--- config.mk ---
export PLATFORM = sky130hd
export DESIGN_NAME = demux_scheduler
export DESIGN_NICKNAME = d
export VERILOG_FILES = /design/src/rtl/demux_scheduler.sv
export SDC_FILE = /design/constraint.sdc
export NUM_CORES = 1
export LEC_CHECK = 0
export CORE_UTILIZATION = 52
export DETAILED_ROUTE_END_ITERATION = 8
export GPL_TIMING_DRIVEN = 0
export MAX_ROUTING_LAYER = met4
export PLACE_DENSITY = 0.81
export SETUP_SLACK_MARGIN = 0.02
export SYNTH_ARGS = -nofsm -noshare
export SYNTH_HDL_FRONTEND = slang
export SYNTH_SLANG_ARGS = --single-unit
--- constraint.sdc ---
create_clock -name clk -period 3.4 [get_ports clk]
set_input_delay 0.51 -clock clk [delete_from_list [all_inputs] [get_ports clk]]
set_output_delay 0.51 -clock clk [all_outputs]
set_load 0.01 [all_outputs]
--- src/rtl/demux_scheduler.sv ---
// Round-robin 1:4 demultiplexing scheduler with valid/ready lanes and a sticky stall-timeout flag.
// Optional macro DEMUX_SCHED_SKIP_EN: at accept, skip ahead to the first ready lane from ptr.
module demux_scheduler #(
  parameter int WIDTH   = 1,
  parameter int TIMEOUT = 15
) (
  input  logic             clk,
  input  logic             rst_n,
  input  logic [WIDTH-1:0] d,
  input  logic             in_valid,
  output logic             in_ready,
  output logic [WIDTH-1:0] d0,
  output logic [WIDTH-1:0] d1,
  output logic [WIDTH-1:0] d2,
  output logic [WIDTH-1:0] d3,
  output logic [3:0]       out_valid,
  input  logic [3:0]       out_ready,
  output logic             s1,
  output logic             s0,
  output logic             stall_err
);

  typedef enum logic {IDLE, SEND} state_t;

  state_t           state, state_nx;
  logic [1:0]       ptr;
  logic [1:0]       target;
  logic [1:0]       sel;
  logic [WIDTH-1:0] hold;
  logic [7:0]       stall_cnt;
  logic [8:0]       cnt_inc;
  logic             done;
  logic             stall_hit;

  // Lane chosen at accept time.
`ifdef DEMUX_SCHED_SKIP_EN
  logic [1:0] idx;
  logic       found;
  always_comb begin
    sel   = ptr;
    found = 1'b0;
    idx   = ptr;
    for (int i = 0; i < 4; i++) begin
      idx = ptr + 2'(i);
      if (!found && out_ready[idx]) begin
        sel   = idx;
        found = 1'b1;
      end
    end
  end
`else
  always_comb sel = ptr;
`endif

  assign done      = (state == SEND) && out_ready[target];
  assign cnt_inc   = {1'b0, stall_cnt} + 9'd1;
  // The TIMEOUT-th SEND cycle flags the stall even if the handshake lands in it.
  assign stall_hit = (state == SEND) && (cnt_inc >= 9'(TIMEOUT));

  // NOTE: every output of a combinational block gets a default first so no latch is inferred.
  always_comb begin
    state_nx = state;
    case (state)
      IDLE:    if (in_valid) state_nx = SEND;
      SEND:    if (done)     state_nx = IDLE;
      default: state_nx = IDLE;
    endcase
  end

  // NOTE: sequential state uses non-blocking assignments so all registers update together.
  always_ff @(posedge clk or negedge rst_n) begin
    if (!rst_n) begin
      state     <= IDLE;
      ptr       <= 2'd0;
      target    <= 2'd0;
      hold      <= '0;
      stall_cnt <= 8'd0;
      stall_err <= 1'b0;
    end else begin
      state <= state_nx;
      if (state == IDLE) begin
        stall_cnt <= 8'd0;
        if (in_valid) begin
          hold   <= d;
          target <= sel;
        end
      end else begin
        if (!done && stall_cnt != 8'(TIMEOUT)) stall_cnt <= cnt_inc[7:0];
        if (done) ptr <= target + 2'd1;
      end
      if (stall_hit) stall_err <= 1'b1;
    end
  end

  always_comb begin
    in_ready  = (state == IDLE);
    out_valid = 4'b0000;
    d0        = '0;
    d1        = '0;
    d2        = '0;
    d3        = '0;
    {s1, s0}  = ptr;
    if (state == SEND) begin
      out_valid[target] = 1'b1;
      {s1, s0}          = target;
      case (target)
        2'd0:    d0 = hold;
        2'd1:    d1 = hold;
        2'd2:    d2 = hold;
        default: d3 = hold;
      endcase
    end
  end

endmodule
Yosys cells after proc, flatten, opt, wreduce, memory -nomap -nowiden:

Cells that the tools add are included.

* word-level logic and storage cells: 45
* output and inout port bits: 12
* flip-flop bits (word level): 15
* input bits: 8

* magnitude comparators: 3
* reductions and logical operators: 9
* muxes and demuxes: 20
* equality and inequality tests: 4
* $add $sub $neg: 2
* bitwise operators: 1

Operators with widths (number)
* $mux W8: 2
* $mux W1: 14
* $add A8 B1 Y9 const B: 1
* $ge A9 B4 Y1 const B: 1
* $ne A8 B4 Y1 const B: 1
* $logic_and A1 B1 Y1: 4
* $mux W4: 1
* $reduce_and A2 Y1: 2
* $lt A2 B3 Y1 const B: 1
* $reduce_or A3 Y1: 1
* $add A2 B1 Y2 const B: 1
* $bmux W1 S2: 1
* $demux W1 S2: 1
* $eq A2 B1 Y1 const B: 1
* $eq A2 B2 Y1 const B: 1
* $ge A2 B1 Y1 const B: 1
* $logic_not A2 Y1: 1
* $ne A2 B1 Y1 const B: 1
* $pmux W1 S2: 1
* $logic_not A1 Y1: 1
* $not A1 Y1: 1

Logic depth before layout (Yosys ltp):

Gate-level depths: netlist of the first run.

* depth after elaboration: 7
* mapped depth: 6
* depth with buffers taken out: 6

Worst setup path before layout of the first run:

OpenSTA, ideal clock, no wires.

* path type: in2reg
* from: in out_ready[3]
* to: reg stall_cnt[4]
* buffers on the path: 0
* slack: 1657 ps
* arrival: 1661 ps
* setup time: 82 ps
* required time: 3318 ps
* stages on the path: 3
* cells stage by stage: mux4_2 or4_1 a21oi_1

* word-level cells in the longest chain between the ends: 6

Ends and longest elaborated chain
* start, declared: line 17 `input logic [3:0] out_ready,`
* $bmux W1 S2: line 55 `assign done = (state == SEND) && out_ready[target];`
* $mux W1 (not written as such): line 55
* $logic_and A1 B1 Y1: line 55
* $logic_not A1 Y1: line 88 `if (!done && stall_cnt != 8'(TIMEOUT)) stall_cnt <= cnt_inc[7:0];`
* $logic_and A1 B1 Y1: line 88
* $ne A2 B1 Y1 (no source line)
* end signal, assigned: line 88
* end, declared: line 30 `logic [7:0] stall_cnt;`

No other way between the ends. The select of a mux whose other input is x is not followed.
A chain may end at the register's enable or synchronous reset.

Worst setup path in the final report of the first run:

* from: reg state
* to: out d3

* word-level cells in the longest chain between the ends: 1

Ends and longest elaborated chain
* start, declared: line 25 `state_t state, state_nx;`
* start signal, assigned: line 80 `state <= state_nx;`
* $mux W1: line 103 `if (state == SEND) begin`
* end, declared: line 15 `output logic [WIDTH-1:0] d3,`

No other way between the ends.

==> implementation parameters, run 1 <==
Parameter                              Value

Clock network
  TritonCTS clock tree    built
  Sinks on Clock Net    15
  Post-CTS clock slew at the launch and capture registers of the worst setup and hold paths    0.10 ns
  Hold Buf Count CTS    0
  Root Driver    sky130_fd_sc_hd__clkbuf_4
  Post CTS Setup Buffer Count    0
  Number of gates resized after CTS    0
  Number of buffers on the longest clock path    2
  Number of clock buffers inserted by TritonCTS    3
  Clock latency on the worst-skew pair    0.29 ns
  Number of levels the H-tree was split into    1

Critical path
  Number of cells traversed by the worst register-to-register path    4
  Worst reg-to-reg setup slack    1.55 ns
  CP Data Arrival Time    1.76 ns
  Required time of the critical path    2.89 ns
  Crit-path max FO    10
  Reg2Reg Launch Point    target[0]
  Critical path type    flop to primary output
  Type of element capturing the critical path    primary output
  Crit start category    flop
  R2R Path End    stall_cnt[2]

Logic synthesis
  Post-synthesis instance area    900 um^2
  Top cell type's share of synthesized area    41.7%
  Top flip-flop cell by instance count after synthesis    sky130_fd_sc_hd__dfrtp_1
  Largest area contributor in the netlist    sky130_fd_sc_hd__dfrtp_1
  Number of warnings printed during yosys synthesis    0
  Portion of the post-synthesis area used by sequential elements    41.7%
  Synthesized netlist cell count    92
  Register bit count reported by yosys    15
  Top-count cell post-synth    sky130_fd_sc_hd__dfrtp_1
  Share of flip-flops with an asynchronous set or reset after synthesis    100%
  Synth unique cells    30
  Most frequent cells after synthesis    sky130_fd_sc_hd__dfrtp_1, sky130_fd_sc_hd__nor2_1, sky130_fd_sc_hd__nand2_1
  Mean post-synth cell area    9.78 um^2
  Post-synth EDFFs    0
  Number of nets in the synthesized netlist    106
  Most area-consuming cells after synthesis    sky130_fd_sc_hd__dfrtp_1, sky130_fd_sc_hd__ha_1, sky130_fd_sc_hd__mux2_2, sky130_fd_sc_hd__xnor2_1, sky130_fd_sc_hd__and3_1

STA
  Final Skew    0.00607 ns
  Total count of max-transition violations in the final report    0
  Tightest Pin Transition    0.659 ns
  Setup TNS    0 ns
  Hold Slack    0.494 ns
  Peak clock frequency supported by timing    441 MHz
  Worst setup margin    1.13 ns
  Final Setup Violations    0
  Setup repair after global routing missed its margin    no
  Worst slew margin relative to its limit    55.9%
  Tmin final    2.27 ns
  Final hold violations    0
  Period utilization    66.7%

GRT
  Wire length of the first global-routing pass    2.90 mm
  Pin count of the biggest net entering global routing    16
  GRT Residual Overflow    0
  Antenna violations before repair    0
  Global-route usage over all layers    21.7%
  Vias in the first global route    718

Min path
  Origin of the worst min-delay path    stall_err
  Hold Path Class    flop to flop
  Min-Delay Path Depth    1
  Hold Path End    stall_err

Floorplan
  Initial core utilization    57.7%
  Io pins    20
  Std-Cell Core Area    1560 um^2
  Chip Height    43.6 um
  Die boundary width    43.6 um
  Full die area    1900 um^2
  Row cnt    14

Placement
  Port buffer count    19
  Placed cell count    127
  Placer Congestion    0.852
  Dpl ws    1.17 ns
  Detailed placement HPWL    1.34 mm
  Placed cell area    1110 um^2

Run status
  Run status    complete, but fails checks
  Violated checks    design-rule violations

Pwr
  Gate power share    52.0%
  Worst IR Drop VDD    0.485 mV
  P_int    0.000505 W
  Switching power of the nets    0.000320 W
  Part of the total power dissipated in sequential elements    35.1%
  Clock network fraction of total power    12.9%
  Power density over cell area    725 nW/um^2
  Standby leakage power    0.493 nW
  Proportion of total power due to net switching    38.8%

Drt
  Drt drc    1
  Antenna viol nets, final    0
  Count of routing violations after the opening detailed-route iteration    27
  WL/cell    13.0 um
  Total vias in the final route    736
  Total Routed Length    1.71 mm
  DR vias/cell    5.62
  Router iterations before antenna repair    6

Finish
  Area growth from synthesis to layout    26.4%
  Filler instances    125
  Final layout net count    130
  Share of cells above drive strength 1    9.57%
  Fin cells    131
  Post-route cell area    1140 um^2
  Multi-input combinational cell area    490 um^2
  Diode insertion count for antenna repair    0
  Area taken by flip-flops and latches    375 um^2

Job
  # Max-Cap Violations    0
-- per-stage QoR --
stage,util [%],total power [W]
after detailed placement,71.2,0.000729
final,73.0,0.000825
after CTS,73.0,0.000836
after global placement,71.2,0.000716
after global routing,73.0,0.000889
after floorplan,-,0.000548
-- routing by layer --
metal / part of all wire, % / global-route usage (%) / vias to the layer above
met3: 4.0 / 4.17 / 4
met4: 1.3 / 11.9 / 0
met1: 40 / 22.9 / 350
li1: - / - / 363
met2: 55 / 37.6 / 19
met5: 0 / - / -
-- worst max-delay path by stage --
stage	start	end	slack, ns
after detailed placement	out_ready[3]	stall_cnt[1]	1.17
final	state	d3	1.13
after CTS	state	out_valid[3]	1.11
after global routing	state	d3	1.0
after global placement	out_ready[3]	stall_cnt[2]	1.17
after floorplan	out_ready[3]	stall_cnt[4]	1.66
-- worst max-delay path, stage by stage (launching register included) --
cell and delay [ns]:
sky130_fd_sc_hd__dfrtp_1 0.35, sky130_fd_sc_hd__buf_6 0.12, sky130_fd_sc_hd__clkbuf_1 0.26, sky130_fd_sc_hd__and3_1 0.20, sky130_fd_sc_hd__clkdlybuf4s50_1 0.53
-- registers in the layout, summed over array words and instances (netlist names) --
name       cells
ptr            2
hold           1
state          1
stall_err      1
target         2
stall_cnt      8
-- area by class of cell --
cell class                      count  share of cell area [%]
Multi-Input combinational cell     70                    43.1
Sequential cell                    15                    33.0
Timing Repair Buffer               19                    16.7
Clock buffer                        3                    1.98
Tap cell                           16                    1.76
Inverter                            5                    1.65
Buffer                              2                    1.32
Clock inverter                      1                   0.440
-- placed cells by master (no fill, tap or decap), types with 4 or more instances in the layout --
master,count
sky130_fd_sc_hd__and2_1,4
sky130_fd_sc_hd__and3_1,6
sky130_fd_sc_hd__clkdlybuf4s50_1,19
sky130_fd_sc_hd__dfrtp_1,15
sky130_fd_sc_hd__ha_1,6
sky130_fd_sc_hd__inv_1,4
sky130_fd_sc_hd__mux2_2,4
sky130_fd_sc_hd__nand2_1,8
sky130_fd_sc_hd__nor2_1,10
sky130_fd_sc_hd__o21ai_0,6
sky130_fd_sc_hd__xnor2_1,5
-- logic make-up (layout without fill, tap and decap cells) --
| group | count (synthesis) | after routing | share of synthesized area, % |
|---|---|---|---|
| AO/OA/AOI/OAI | 12 | 12 | 8.35 |
| XOR/XNOR | 6 | 6 | 5.84 |
| adder cells (fa/ha/maj) | 6 | 6 | 8.34 |
| buffers and inverters | 7 | 30 | 3.75 |
| flip-flops | 15 | 15 | 41.7 |
| multiplexers | 6 | 6 | 8.62 |
| AND/OR/NAND/NOR | 40 | 40 | 23.4 |
-- power groups by stage --
stage	Sequential [W]	Combinational, W	Clock (W)
3_3_place_gp	0.000291	0.000425	0
6_report	0.000289	0.000429	0.000107
3_5_place_dp	0.000295	0.000434	0
5_1_grt	0.000298	0.000475	0.000117
4_1_cts	0.000291	0.000437	0.000109
2_1_floorplan	0.000279	0.000269	0
Power figures use the tool's default switching activity.
==> inputs of run 2 (changes only) <==
CORE_UTILIZATION = 48   (was 52)
PLACE_DENSITY = 0.76   (was 0.81)
clock period = 2.19 ns   (was 3.4 ns; I/O delays follow)
==> run 2 against run 1 <==
- the flow now finishes without violations
- global-route usage is 0.38 points lower
- hold slack worse by 0.041 ns
- combinational power is 55% higher
==> implementation parameters, run 2 (synthesized netlist as in run 1, its figures left out) <==
Parameter                              Value

Drt
  Total Routed Length    1.74 mm (+1.9%)
  Total vias in the final route    738 (+0.27%)
  Drt drc    0 (-1)
  WL/cell    12.5 um (-4.0%)
  DR vias/cell    5.31 (-5.5%)
  Antenna viol nets, final    0 (unchanged)
  Count of routing violations after the opening detailed-route iteration    25 (-7.4%)
  Router iterations before antenna repair    4 (-2)

Critical path
  Type of element capturing the critical path    primary output
  Crit start category    flop
  Required time of the critical path    1.86 ns (-1.03 ns)
  Worst reg-to-reg setup slack    0.33 ns (-1.22 ns)
  Number of cells traversed by the worst register-to-register path    4 (unchanged)
  Critical path type    flop to primary output
  CP Data Arrival Time    1.74 ns (-0.02 ns)
  Last element of the critical path    d0
  Setup crit start    target[0]
  Crit-path max FO    6 (-4)
  Reg2Reg Launch Point    target[0]
  R2R Path End    stall_cnt[1]

STA
  Final Setup Violations    0 (unchanged)
  Hold Slack    0.454 ns (-0.0407 ns)
  Tmin final    2.07 ns
  Worst slew margin relative to its limit    54.3% (-1.6 points)
  Peak clock frequency supported by timing    482 MHz
  Tightest Pin Transition    0.684 ns (+0.0244 ns)
  Setup TNS    0 ns (unchanged)
  Final Skew    0.00294 ns (-0.00313 ns)
  Final hold violations    0 (unchanged)
  Setup repair after global routing missed its margin    no
  Period utilization    94.7%
  Total count of max-transition violations in the final report    0 (unchanged)

Clock network
  Root Driver    sky130_fd_sc_hd__clkbuf_4
  Number of clock buffers inserted by TritonCTS    3 (unchanged)
  Number of gates resized after CTS    0 (unchanged)
  Sinks on Clock Net    15 (unchanged)
  Post-CTS clock slew at the launch and capture registers of the worst setup and hold paths    0.09 ns (about the same)
  TritonCTS clock tree    built
  Post CTS Setup Buffer Count    0 (unchanged)
  Number of levels the H-tree was split into    1 (unchanged)
  Clock latency on the worst-skew pair    0.28 ns (about the same)
  Number of buffers on the longest clock path    2 (unchanged)
  Hold Buf Count CTS    0 (unchanged)

GRT
  Antenna violations before repair    0 (unchanged)
  Global-route usage over all layers    21.3% (-0.38 points)
  Pin count of the biggest net entering global routing    16 (unchanged)
  Vias in the first global route    712 (-0.84%)
  GRT Residual Overflow    0 (unchanged)
  Wire length of the first global-routing pass    2.98 mm (+2.6%)

Placement
  Placed cell count    136 (+7.1%)
  Detailed placement HPWL    1.31 mm (-2.4%)
  Placer Congestion    0.848 (-0.46%)
  Port buffer count    19 (unchanged)

Pwr
  Power density over cell area    1110 nW/um^2 (+54%)
  Worst IR Drop VDD    0.760 mV (+57%)
  Standby leakage power    0.489 nW (-0.79%)

Finish
  Number of flip-flops in the largest register    8 (unchanged)
  Most common library cell in the layout ignoring fill and taps    sky130_fd_sc_hd__clkdlybuf4s50_1
  Diode insertion count for antenna repair    0 (unchanged)
  Share of cells above drive strength 1    8.77% (-0.79 points)
  Final layout net count    129 (-0.77%)
  Registers with the highest flip-flop counts    stall_cnt (8), ptr (2), target (2)
  Most used cells in the layout excluding fill and tap cells    sky130_fd_sc_hd__clkdlybuf4s50_1, sky130_fd_sc_hd__dfrtp_1, sky130_fd_sc_hd__nor2_1
  Reg with most FFs    stall_cnt
  Filler instances    162 (+30%)
  Fin cells    139 (+6.1%)
  Area growth from synthesis to layout    27.1%

Floorplan
  Io pins    20 (unchanged)
  Chip Height    45.3 um (+3.9%)
  Row cnt    15 (+1)
  Std-Cell Core Area    1750 um^2 (+12%)
  Full die area    2050 um^2 (+7.9%)
  Die boundary width    45.3 um (+3.9%)
  Initial core utilization    51.5% (-6.2 points)

Job
  # Max-Cap Violations    0 (unchanged)

Run status
  Run status    complete, no violations

Min path
  Hold Path Class    input pin to async pin
run 2: report_power, final:
group	internal (W)	switching, W
sequential	0.000357	0.0000933
clock	0.0000707	0.0000890
combinational	0.000356	0.000307
total	0.000784	0.000490
run 2: worst min-delay path by stage:
stage	cells after the start	to	startpoint	slack, ns
floorplan	0	hold	rst_n	0.03
global placement	1	stall_err	stall_err	0.47
detailed placement	1	stall_err	stall_err	0.48
CTS	1	hold	rst_n	0.47
global route	1	stall_cnt[7]	rst_n	0.52
finish	1	stall_cnt[7]	rst_n	0.45
run 2: layer usage:
metal	wire length, um	vias to the layer above	part of all wire, %	track usage (%)
met5	0	-	0	-
met2	875	20	50	35.9
met4	30	0	1.7	8.48
met1	768	352	44	23.4
met3	65	4	3.7	6.40
li1	-	362	-	-
run 2: layout make-up:
cell class                 instances  area [um^2]  area share (%)
inverter                           5         18.8            1.64
sequential                        15          375            32.8
multi-input combinational         70          490            42.9
tap                               25         31.3            2.74
clock buffer                       4         26.3            2.30
buffer                             1         11.3           0.985
timing repair buffer              19          190            16.6
run 2: metrics by stage:
step | power, W | utilization [%] | area (um^2) | setup slack (ns)
after detailed placement | 0.00113 | 64.2 | 1120 | 0.128
final | 0.00127 | 65.5 | 1140 | 0.117
after CTS | 0.00130 | 65.7 | 1150 | 0.0654
after global routing | 0.00138 | 65.5 | 1140 | 0.0306
after global placement | 0.00111 | 64.2 | 1120 | 0.132
after floorplan | 0.000850 | - | 900 | 0.490
run 2: worst max-delay path, stage by stage, from the launching register on:
cell                              delay (ns)
sky130_fd_sc_hd__dfrtp_1                0.46
sky130_fd_sc_hd__inv_1                  0.14
sky130_fd_sc_hd__ha_1                   0.18
sky130_fd_sc_hd__and3_1                 0.15
sky130_fd_sc_hd__clkdlybuf4s50_1        0.53
==> inputs of run 3 (changes only) <==
clock period = 2 ns   (was 2.19 ns; I/O delays follow)
==> run 3 against run 2 <==
- cell count increased by 2.2%
- critical path depth decreased by 1
- routed wire length is 3.6% higher
- combinational power is 17% higher
- clock-buffer cell count stayed put
- die area unchanged
- final area grew 3.8%
- critical path type unchanged
- critical endpoint is now s0
==> implementation parameters, run 3 (synthesized netlist as in run 1, its figures left out) <==
Parameter                              Value

STA
  Final Setup Violations    0 (unchanged)
  Worst slew margin relative to its limit    52.7% (-1.6 points)
  Final hold violations    0 (unchanged)
  Total count of max-transition violations in the final report    0 (unchanged)
  Tightest Pin Transition    0.708 ns (+0.0241 ns)
  Hold Slack    0.434 ns (-0.0192 ns)
  Peak clock frequency supported by timing    526 MHz
  Period utilization    95.1%
  Setup TNS    0 ns (unchanged)
  Final Skew    0.00272 ns (-0.000218 ns)
  Tmin final    1.90 ns
  Setup repair after global routing missed its margin    yes

Drt
  Drt drc    0 (unchanged)
  DR vias/cell    5.33 (+0.41%)
  WL/cell    12.7 um (+1.4%)
  Count of routing violations after the opening detailed-route iteration    21 (-16%)
  Antenna viol nets, final    0 (unchanged)
  Router iterations before antenna repair    4 (unchanged)
  Total Routed Length    1.80 mm (+3.6%)
  Total vias in the final route    757 (+2.6%)

GRT
  GRT Residual Overflow    0 (unchanged)
  Pin count of the biggest net entering global routing    18 (+2)
  Global-route usage over all layers    21.3% (unchanged)
  Antenna violations before repair    0 (unchanged)
  Wire length of the first global-routing pass    2.99 mm (+0.23%)
  Vias in the first global route    703 (-1.3%)

Floorplan
  Std-Cell Core Area    1750 um^2 (unchanged)
  Chip Height    45.3 um (unchanged)
  Full die area    2050 um^2 (unchanged)
  Row cnt    15 (unchanged)
  Initial core utilization    51.5% (unchanged)
  Io pins    20 (unchanged)
  Die boundary width    45.3 um (unchanged)

Clock network
  Root Driver    sky130_fd_sc_hd__clkbuf_4
  Number of levels the H-tree was split into    1 (unchanged)
  TritonCTS clock tree    built
  Number of clock buffers inserted by TritonCTS    3 (unchanged)
  Hold Buf Count CTS    0 (unchanged)
  Post-CTS clock slew at the launch and capture registers of the worst setup and hold paths    0.09 ns (about the same)
  Number of buffers on the longest clock path    2 (unchanged)
  Clock latency on the worst-skew pair    0.28 ns (about the same)
  Sinks on Clock Net    15 (unchanged)

Finish
  Filler instances    149 (-8.0%)
  Registers with the highest flip-flop counts    stall_cnt (8), ptr (2), target (2)
  Reg with most FFs    stall_cnt
  Area growth from synthesis to layout    32.0%
  Diode insertion count for antenna repair    0 (unchanged)
  Most common library cell in the layout ignoring fill and taps    sky130_fd_sc_hd__dfrtp_1
  Number of flip-flops in the largest register    8 (unchanged)
  Final layout net count    132 (+2.3%)
  Share of cells above drive strength 1    13.7% (+4.9 points)
  Most used cells in the layout excluding fill and tap cells    sky130_fd_sc_hd__dfrtp_1, sky130_fd_sc_hd__clkdlybuf4s50_1, sky130_fd_sc_hd__nor2_1

Critical path
  Crit-path max FO    17 (+11)
  Type of element capturing the critical path    primary output
  CP Data Arrival Time    1.60 ns (-0.14 ns)
  Required time of the critical path    1.70 ns (-0.16 ns)
  Crit start category    flop
  Critical path type    flop to primary output

Placement
  Port buffer count    19 (unchanged)
  Detailed placement HPWL    1.31 mm (unchanged)
  Placer Congestion    0.848 (unchanged)

Job
  # Max-Cap Violations    0 (unchanged)

Pwr
  Worst IR Drop VDD    0.833 mV (+9.6%)
  Power Total    0.00144 W (+13%)
  Power density over cell area    1220 nW/um^2 (+9.2%)
  Standby leakage power    0.576 nW (+18%)

Min path
  Hold Path Class    input pin to async pin

Run status
  Run status    complete, no violations
run 3: cell types whose count changed in the layout (fill, tap and decap cells not counted), sizes merged:
cell / delta
buf: +3
dlygate4sd2: +5
dlymetal6s2s: +3
clkdlybuf4s50: -8
run 3: metal layers:
| layer | vias up | track usage [%] | wire length [um] |
|---|---|---|---|
| met5 | - | - | 0 |
| met4 | 0 | 8.48 | 29 |
| met3 | 4 | 6.40 | 81 |
| met2 | 24 | 35.1 | 911 |
| met1 | 361 | 24.2 | 778 |
| li1 | 368 | - | - |
run 3: path summary, 6_finish.rpt:
kind	slack [ns]	to	cells after the start	start
worst max register to register	0.13	stall_cnt[4]	4	target[0]
min in group clk	0.50	stall_err	1	stall_err
worst min-delay path	0.43	stall_cnt[2]	1	rst_n
worst max-delay path	0.1	s0	3	state
max in group asynchronous	1.08	target[0]	1	rst_n
worst min register to register	0.50	stall_err	1	stall_err
run 3: cell type report:
type	count	area [um^2]	area share [%]
multi-input cells	70	497	41.8
flip-flops and latches	15	377	31.7
repair buffers	22	226	19.1
well taps	25	31.3	2.63
clock buffers	4	26.3	2.21
inverters	5	18.8	1.58
plain buffers	1	11.3	0.948
run 3: what timing repair did:
action / in CTS / in global routing
buffers inserted: 2 / 1
resized for setup: 6 / 5
endpoints found under the setup margin: 8 / 4
cloned: 0 / 0
run 3: critical path, stage by stage, from the launching register on:
cell                              delay, ns
sky130_fd_sc_hd__dfrtp_1               0.35
sky130_fd_sc_hd__buf_6                 0.15
sky130_fd_sc_hd__mux2_2                0.34
sky130_fd_sc_hd__clkdlybuf4s50_1       0.48
run 3: stage by stage:
| stage | util (%) | setup slack [ns] | area (um^2) | std cells |
|---|---|---|---|---|
| floorplan | - | 0.300 | 900 | 92 |
| global placement | 64.2 | -0.0300 | 1120 | 136 |
| detailed placement | 64.2 | -0.0336 | 1120 | 136 |
| CTS | 66.8 | 0.00891 | 1170 | 141 |
| global route | 68.0 | 0.0159 | 1190 | 142 |
| finish | 68.0 | 0.0985 | 1190 | 142 |
run 3: power breakdown:
part / internal (W) / total [W] / switching, W / leakage (nW)
Clock: 0.0000775 / 0.000176 / 0.0000984 / 0.0150
Combinational: 0.000420 / 0.000779 / 0.000358 / 0.371
Sequential: 0.000393 / 0.000490 / 0.0000965 / 0.190
Total: 0.000891 / 0.00144 / 0.000553 / 0.576
